<file path="src/rtl/clkdiv_pkg.sv">
// -----------------------------------------------------------------------------
// clkdiv_pkg
// Shared definitions for the multi-channel clock divider.
//   DEF_DIV_C : default divisor loaded into every channel at reset
//   cnt_t     : counter / divisor / high-time word (CNT_W_C bits)
//   ch_cfg_t  : one channel configuration request (divisor + high-time)
//   eff_div() : effective divisor; divisors below 2 behave as 2
// Modules built with a CNT_W parameter must keep CNT_W <= CNT_W_C, because
// they widen their values to cnt_t before calling eff_div().
// -----------------------------------------------------------------------------
package clkdiv_pkg;

    localparam int CNT_W_C   = 28;
    localparam int DEF_DIV_C = 50_000_000;

    typedef logic [CNT_W_C-1:0] cnt_t;

    typedef struct packed {
        cnt_t div;
        cnt_t high;
    } ch_cfg_t;

    // A divisor of 0 or 1 cannot produce a square wave, so both run as 2.
    function automatic cnt_t eff_div(input cnt_t div);
        return (div < cnt_t'(2)) ? cnt_t'(2) : div;
    endfunction

endpackage

</file>
<file path="src/rtl/clkdiv_channel.sv">
// -----------------------------------------------------------------------------
// clkdiv_channel
// One divider channel: period counter, active and shadow divisor/high-time,
// pending flag and registered output.
// Ports:
//   i_clk, i_rst_n  : clock and asynchronous active-low reset
//   i_en            : run enable; while low the counter sits at 0, output low
//   i_sync          : restart at phase 0 (ignored while disabled)
//   i_wr            : config write strobe (only honoured when not pending)
//   i_div, i_high   : config values written into the shadow registers
//   o_clk           : divided output (registered)
//   o_pending       : shadow config waiting for the period boundary
//   o_tick          : one-cycle pulse on wrap / sync restart
//                     (present only when CLKDIV_TICK_EN is defined)
// -----------------------------------------------------------------------------
module clkdiv_channel
    import clkdiv_pkg::*;
#(
    parameter int CNT_W   = 28,
    parameter int DEF_DIV = 50_000_000
) (
    input  logic             i_clk,
    input  logic             i_rst_n,
    input  logic             i_en,
    input  logic             i_sync,
    input  logic             i_wr,
    input  logic [CNT_W-1:0] i_div,
    input  logic [CNT_W-1:0] i_high,
`ifdef CLKDIV_TICK_EN
    output logic             o_tick,
`endif
    output logic             o_clk,
    output logic             o_pending
);

    localparam logic [CNT_W-1:0] DEF_DIV_V  = CNT_W'(DEF_DIV);
    localparam logic [CNT_W-1:0] DEF_HIGH_V = CNT_W'(DEF_DIV / 2);

    logic [CNT_W-1:0] r_cnt;
    logic [CNT_W-1:0] r_div_act;
    logic [CNT_W-1:0] r_high_act;
    logic [CNT_W-1:0] r_div_sh;
    logic [CNT_W-1:0] r_high_sh;
    logic             r_pending;
    logic             r_out;

    cnt_t             w_eff_full;
    logic [CNT_W-1:0] w_eff_div;
    logic [CNT_W-1:0] w_eff_m1;
    logic [CNT_W-1:0] w_high_new;
    logic             w_wrap;
    logic             w_accept;
    logic             w_apply;

    assign w_eff_full = eff_div(cnt_t'(r_div_act));
    assign w_eff_div  = w_eff_full[CNT_W-1:0];
    assign w_eff_m1   = w_eff_div - CNT_W'(1);
    assign w_wrap     = (r_cnt >= w_eff_m1);

    // A write and an apply can never coincide: writes are only accepted
    // while nothing is pending, and apply requires something pending. A
    // write on the wrap cycle therefore waits for the following wrap.
    assign w_accept   = i_wr && !r_pending;
    assign w_apply    = r_pending && (!i_en || i_sync || w_wrap);

    // On sync the shadow takes effect on the same edge, so the phase-0
    // output must already use the new high-time.
    assign w_high_new = r_pending ? r_high_sh : r_high_act;

    always_ff @(posedge i_clk or negedge i_rst_n) begin
        if (!i_rst_n) begin
            r_cnt      <= '0;
            r_div_act  <= DEF_DIV_V;
            r_high_act <= DEF_HIGH_V;
            r_div_sh   <= DEF_DIV_V;
            r_high_sh  <= DEF_HIGH_V;
            r_pending  <= 1'b0;
            r_out      <= 1'b0;
        end else begin
            if (!i_en) begin
                r_cnt <= '0;
                r_out <= 1'b0;
            end else if (i_sync) begin
                r_cnt <= '0;
                r_out <= (w_high_new != '0);
            end else begin
                r_cnt <= w_wrap ? '0 : r_cnt + CNT_W'(1);
                // Compared against the pre-update count: one cycle of
                // latency from counter to pin.
                r_out <= (r_cnt < r_high_act);
            end

            if (w_apply) begin
                r_div_act  <= r_div_sh;
                r_high_act <= r_high_sh;
            end

            if (w_accept) begin
                r_div_sh  <= i_div;
                r_high_sh <= i_high;
            end

            if (w_accept) begin
                r_pending <= 1'b1;
            end else if (w_apply) begin
                r_pending <= 1'b0;
            end
        end
    end

`ifdef CLKDIV_TICK_EN
    logic r_tick;

    always_ff @(posedge i_clk or negedge i_rst_n) begin
        if (!i_rst_n) begin
            r_tick <= 1'b0;
        end else begin
            r_tick <= i_en && (i_sync || w_wrap);
        end
    end

    assign o_tick = r_tick;
`endif

    assign o_clk     = r_out;
    assign o_pending = r_pending;

endmodule

</file>
<file path="src/rtl/clock_divider_multi.sv">
// -----------------------------------------------------------------------------
// clock_divider_multi
// NUM_CH runtime-programmable square-wave dividers running from clock_in.
// Configuration arrives over a valid/ready port and is applied at the
// target channel's period boundary (or immediately on sync / while disabled).
// Ports:
//   clock_in     : fabric clock, rising edge
//   reset_n      : asynchronous active-low reset
//   ch_en        : per-channel run enable
//   sync         : restart all enabled channels at phase 0
//   cfg_valid    : config request valid
//   cfg_ready    : request can be accepted (combinational)
//   cfg_ch       : target channel; indices >= NUM_CH are accepted and dropped
//   cfg_div      : new divisor in clock_in cycles
//   cfg_high     : new high-time in clock_in cycles
//   clock_out    : divided outputs, registered
//   cfg_pending  : per-channel shadow config waiting for the boundary
//   tick         : per-channel wrap/sync pulse, only with CLKDIV_TICK_EN
// Optional feature macro: CLKDIV_TICK_EN
// -----------------------------------------------------------------------------
module clock_divider_multi
    import clkdiv_pkg::*;
#(
    parameter int NUM_CH  = 4,
    parameter int CNT_W   = 28,
    parameter int DEF_DIV = DEF_DIV_C,
    parameter int CH_W    = 2
) (
    input  logic              clock_in,
    input  logic              reset_n,
    input  logic [NUM_CH-1:0] ch_en,
    input  logic              sync,
    input  logic              cfg_valid,
    output logic              cfg_ready,
    input  logic [CH_W-1:0]   cfg_ch,
    input  logic [CNT_W-1:0]  cfg_div,
    input  logic [CNT_W-1:0]  cfg_high,
`ifdef CLKDIV_TICK_EN
    output logic [NUM_CH-1:0] tick,
`endif
    output logic [NUM_CH-1:0] clock_out,
    output logic [NUM_CH-1:0] cfg_pending
);

    ch_cfg_t           w_req;
    logic [NUM_CH-1:0] w_pending;
    logic [NUM_CH-1:0] w_wr;
    logic [NUM_CH-1:0] w_clk;
    logic              w_ready;

    assign w_req.div  = cnt_t'(cfg_div);
    assign w_req.high = cnt_t'(cfg_high);

    // Out-of-range channel indices never match, so they see ready=1 and
    // their transfer lands nowhere.
    always_comb begin
        w_ready = 1'b1;
        for (int i = 0; i < NUM_CH; i++) begin
            if (cfg_ch == CH_W'(i)) begin
                w_ready = !w_pending[i];
            end
        end
    end

    genvar gi;
    generate
        for (gi = 0; gi < NUM_CH; gi++) begin : g_ch
            assign w_wr[gi] = cfg_valid && w_ready && (cfg_ch == CH_W'(gi));

            clkdiv_channel #(
                .CNT_W   (CNT_W),
                .DEF_DIV (DEF_DIV)
            ) u_ch (
                .i_clk     (clock_in),
                .i_rst_n   (reset_n),
                .i_en      (ch_en[gi]),
                .i_sync    (sync),
                .i_wr      (w_wr[gi]),
                .i_div     (w_req.div[CNT_W-1:0]),
                .i_high    (w_req.high[CNT_W-1:0]),
`ifdef CLKDIV_TICK_EN
                .o_tick    (tick[gi]),
`endif
                .o_clk     (w_clk[gi]),
                .o_pending (w_pending[gi])
            );
        end
    endgenerate

    assign cfg_ready   = w_ready;
    assign clock_out   = w_clk;
    assign cfg_pending = w_pending;

endmodule

</file>
<file path="config.mk">
export PLATFORM = sky130hd
export DESIGN_NAME = clock_divider_multi
export DESIGN_NICKNAME = d
export VERILOG_FILES = /design/src/rtl/clkdiv_pkg.sv /design/src/rtl/clkdiv_channel.sv /design/src/rtl/clock_divider_multi.sv
export SDC_FILE = /design/constraint.sdc
export NUM_CORES = 1
export LEC_CHECK = 0
export ABC_AREA = 1
export ABC_CLOCK_PERIOD_IN_PS = 9000
export CORE_MARGIN = 5
export CORE_UTILIZATION = 45
export DETAILED_ROUTE_END_ITERATION = 6
export DONT_BUFFER_PORTS = 1
export GPL_TIMING_DRIVEN = 1
export SKIP_CTS_REPAIR_TIMING = 1
export SLEW_MARGIN = 20
export SYNTH_ARGS = -nofsm -noshare
export SYNTH_HDL_FRONTEND = slang
export SYNTH_SLANG_ARGS = --single-unit
</file>
<file path="constraint.sdc">
create_clock -name clock_in -period 9 [get_ports clock_in]
set_clock_uncertainty 0.15 [all_clocks]
set_input_delay 2.7 -clock clock_in [delete_from_list [all_inputs] [get_ports clock_in]]
set_output_delay 2.7 -clock clock_in [all_outputs]
set_load 0.02 [all_outputs]
</file>
==> Yosys cells after proc, flatten, opt, wreduce, memory -nomap -nowiden <==
Cells that the tools add are included.
{ "word_totals": {"reg_bits": 568, "elab_cells": 129} }
{ "classes": {"addsub": 8, "order_cmp": 12, "eq_ne": 3, "n_mux": 40, "reduce_logical": 38} }
{ "ops": {"columns": ["op", "n"], "rows": [
  ["2-to-1 mux 28 bit", 20],
  ["adder 28 x 1 -> 28 bit (second input constant)", 4],
  ["greater-or-equal comparator 28 bit", 4],
  ["< comparator 28 x 2 -> 1 bit (second input constant)", 4],
  ["< comparator 28 bit", 4],
  ["nonzero test 28 bit", 4],
  ["subtractor 28 x 1 -> 28 bit (second input constant)", 4],
  ["2-to-1 mux 1 bit", 20],
  ["logical AND 1 bit", 13],
  ["logical NOT 1 bit", 8],
  ["logical OR 1 bit", 8],
  ["nonzero test 2 bit", 4],
  ["equality test 2 bit (second input constant)", 2],
  ["equality test 2 x 1 -> 1 bit (second input constant)", 1],
  ["logical NOT 2 bit", 1]
]} }

==> Depth between registers and ports, before layout <==
{ "logic_depth": {"ltp_word": 9, "mapped_depth": 28, "depth_no_buf": 26} }

==> Modules after synthesis <==
Synthesis repeated with hierarchy kept, for this count alone.
{ "unflattened": {"cells_unflattened": 3883, "area_unflattened_um2": 33066.7} }
{ "by_module_without_submodules": {"columns": ["mod", "instances", "cells_per_inst", "area_per_inst_um2"], "rows": [
  ["clkdiv_channel at g_ch[0].u_ch ...", 3, 971, 8254.2],
  ["clkdiv_channel at g_ch[1].u_ch", 1, 953, 8224.1],
  ["clock_divider_multi", 1, 17, 80.1]
]} }

==> Worst setup path before layout <==
No wires, ideal clock.
{ "synth_path": {"kind": "in2out", "from": "input port cfg_ch[1]", "to": "output port cfg_ready", "arrival_ns": 3.082, "path_slack_ns": 3.068, "cell_stages": 3, "path_buffers": 0, "cell_sequence": "a21oi_1 a21oi_1 o22ai_2"} }
{ "synth_between": {"elab_chain_len": 5, "elab_cells_between_ends": 8, "cone_classes": "eq/ne: 3; mux: 4; reduce/logical: 1"} }
{ "synth_rtl": {"columns": ["element", "line_no", "source"], "rows": [
  ["from (decl)", "clock_divider_multi.sv:35", "input logic [CH_W-1:0] cfg_ch,"],
  ["logical NOT 2 bit", "clock_divider_multi.sv:59", "if (cfg_ch == CH_W'(i)) begin"],
  ["2-to-1 mux 1 bit (3 in series)", "clock_divider_multi.sv:59", null],
  ["2-to-1 mux 1 bit *", "clock_divider_multi.sv:59", null],
  ["to (decl)", "clock_divider_multi.sv:34", "output logic cfg_ready,"]
]} }
Every way passes the cells marked *; elsewhere a longest branch is shown, timed or not.

==> Worst setup path in the final report <==
Same ends and word-level chain as after synthesis.

==> qor.csv <==
stage,metric,value,unit
power,clock power share,31.2,%
placement,Post-DP Area,32800,µm²
floorplan,die span in y,278,µm
synthesis,number of synthesized register bits,568,
floorplan,Die X,278,µm
final_layout,post-route design area,35200,µm²
floorplan,Starting Density,45.2,%
setup_path,Crit Path Class,in -> out,
setup_path,Crit path buffers/inverters,1,
synthesis,dominant cell type by area after synthesis,dfrtp_1,
clocking,worst-case clock buffer depth,3,
clocking,# clock sinks,568,
setup_path,Critical Path Source Type,input port,
timing,Final Critical Period,6000,ps
clocking,CTS tree,done,
min_path,worst hold path type,reg -> reg,
timing,Final Cycle Share,66.7,%
floorplan,row count,98,
global_route,global-route wire length before repair,146000,µm
outcome,status,finished clean,
routing,WL/cell,18.7,µm
timing,Final Setup Violations,0,
global_route,vias in the first global route,24900,
routing,drt pass-1 iters,5,
routing,Via Count,26300,
timing,Setup TNS Final,0,ps
setup_path,R2R Path Start,g_ch[1].u_ch.r_div_act[16],
final_layout,fin util,49.3,%
power,overall power,8.81,mW
synthesis,Mapped Nets,4359,
synthesis,Synth Cell Area,32300,µm²
placement,routability congestion estimate,0.912,
routing,Post-Route WL,93900,µm
final_layout,share of cells above drive strength 1,8.55,%
timing,RSZ-0062 raised after global routing,no,
final_layout,# nets final,4301,
synthesis,share of the synthesized area in the top cell type,29.1,%
power,Power Internal,5.74,mW
timing,Final Max Slew Viols,0,
clocking,clock transition at the registers of the reported paths,60,ps
synthesis,dominant cells by area after synthesis,"dfrtp_1 (29%), dfstp_2 (16%), nand2_1 (13%), ha_1 (8.8%), nand3_1 (5.3%)",
placement,I/O Buffers,0,
clocking,Num CTS Buffers,61,
synthesis,sequential element share of the synthesized area,44.8,%
setup_path,Critical-path top delay cell,o22ai_2,
global_route,largest net degree at the start of global routing,569,
clocking,Clock Latency Late Sink,630,ps
flow_run,max_cap viols,0,
final_layout,Final Non-Filler Cells,5013,
clocking,CTS H-tree depth,2,
floorplan,core box area,71400,µm²
routing,Final ANT Viol Nets,0,
placement,placed cells,4889,
timing,Final Hold Fails,0,
min_path,worst hold start,g_ch[3].u_ch.r_high_act[24],
synthesis,asr flop ratio synth,100,%
synthesis,Synth Area per Inst,7.94,µm²
timing,worst relative slew slack,33.8,%
setup_path,worst reg2reg path depth,24,
setup_path,Critical Path Max Stage Delay,250,ps
setup_path,CP Cell Sequence,"inv_1, a21oi_1, o22ai_2",
final_layout,"Area growth, synth to finish",8.91,%
floorplan,IO Pins,75,
global_route,initial antenna violation count,13,
setup_path,CP startpoint,cfg_ch[1],
floorplan,Die ar.,77200,µm²
timing,Max Clock Freq,0.167,GHz
min_path,hold path cells,2,
final_layout,FILL cells,7104,
global_route,total track usage,23.9,%
synthesis,Main synth FF type,dfrtp_1,
synthesis,Commonest cells post-synth,"nand2_1 (1119), nor2_1 (428), inv_1 (390)",
routing,DRC,0,
setup_path,crit end category,output port,
power,Logic pwr share,26.2,%
setup_path,CP max FO,6,
synthesis,Netlist cell types,41,
clocking,clk root buf,clkbuf_16,
power,Sw Pwr,3.06,mW
final_layout,register area,14500,µm²
power,worst vdd ir,0.197,mV
setup_path,"delay-heaviest family, CP",compound AO/OA/AOI/OAI gates,
synthesis,number of synthesized flops with an enable pin,0,
power,cell leakage power,16.8,nW
setup_path,Critical Path AT,3150,ps
final_layout,multi-input logic area,15600,µm²
setup_path,worst endpoint required time,6150,ps
power,Flop pwr share,42.7,%
synthesis,Ys Warns,0,
timing,Worst Max-Slew Pin Slew,993,ps
synthesis,top-count cell post-synth,nand2_1,
placement,DP HPWL,64900,µm
routing,DR vias/cell,5.25,
power,PD cells,250,nW/µm²
power,switching power share of the total,34.8,%
synthesis,Mapped Cells,4065,
routing,DR iter-0 viols,2366,
global_route,grt ovf,0,
setup_path,WP depth,3,
-- stage by stage --
step,setup WS (ps),hold WS (ps)
3_5_place_dp,2990,303
4_1_cts,2990,312
6_report,3000,310
5_1_grt,2970,334
2_1_floorplan,3070,292
3_3_place_gp,3010,300
-- cells by family after synthesis --
kind of cell               share of synthesized area [%]
AOI/OAI and AO/OA                                   6.65
xor gates and xnor gates                            4.67
adders and majority gates                           8.84
buffers and inverters                               7.10
DFF                                                 44.8
and+or+nand+nor                                     28.0
-- sequential cells by signal, summed over array words and instances, names as in the netlist --
signal	cells
g_ch.u_ch.o_clk	4
g_ch.u_ch.r_high_act	112
g_ch.u_ch.r_div_sh	112
g_ch.u_ch.r_high_sh	112
g_ch.u_ch.r_cnt	112
g_ch.u_ch.r_div_act	112
g_ch.u_ch.o_pending	4
-- path summary, 6_finish.rpt --
| check | slack, ps | end |
|---|---|---|
| max reg2reg | 3950 | g_ch[1].u_ch.r_high_act[9] |
| max in group asynchronous | 5320 | g_ch[1].u_ch.r_cnt[15] |
| min | 310 | g_ch[3].u_ch.r_high_act[24] |
| min reg2reg | 310 | g_ch[3].u_ch.r_high_act[24] |
| max | 3000 | cfg_ready |
| min in group asynchronous | 1620 | g_ch[2].u_ch.r_cnt[9] |
-- cell type report --
cell class / count / area share [%]
multi-input combinational: 2958 / 44.3
clock inverter: 22 / 1.02
timing repair buffer: 22 / 0.712
clock buffer: 91 / 5.24
inverter: 396 / 4.23
antenna: 6 / 0.0427
sequential: 568 / 41.1
tap: 950 / 3.38
-- power by group through the flow --
stage / Sequential [mW] / Clock (mW) / Combinational (mW)
finish: 3.76 / 2.75 / 2.30
global placement: 3.78 / 0 / 2.21
detailed placement: 3.78 / 0 / 2.26
global route: 3.83 / 2.91 / 2.70
floorplan: 3.60 / 0 / 1.79
CTS: 3.75 / 2.80 / 2.27
-- cell usage in the layout, fill, tap and decap left out, drive strengths merged, types with 9 or more instances in the layout --
cell type  instances
inv              395
a21oi            121
clkinv            11
ha               228
nand4             85
buf               22
clkbuf            91
nand3            347
nand2           1121
bufinv             9
nor4              34
xor2             113
nor2             433
dfstp            192
o21ai            275
xnor2             59
dfrtp            376
nor3             105
-- layer usage --
| layer | track usage [%] | part of all wire (%) | vias up | wire length, µm |
|---|---|---|---|---|
| li1 | - | - | 13100 | - |
| met1 | 35.2 | 46 | 12500 | 43300 |
| met2 | 37.3 | 44 | 643 | 41500 |
| met3 | 4.01 | 7.2 | 125 | 6780 |
| met4 | 5.36 | 2.4 | 4 | 2210 |
| met5 | 0 | 0.022 | - | 21 |
-- worst min-delay path, stage by stage, from the launching register on --
cell	delay [ps]
dfstp_2	370
nand2_1	50
nand2_1	40
Power figures use the tool's default switching activity.
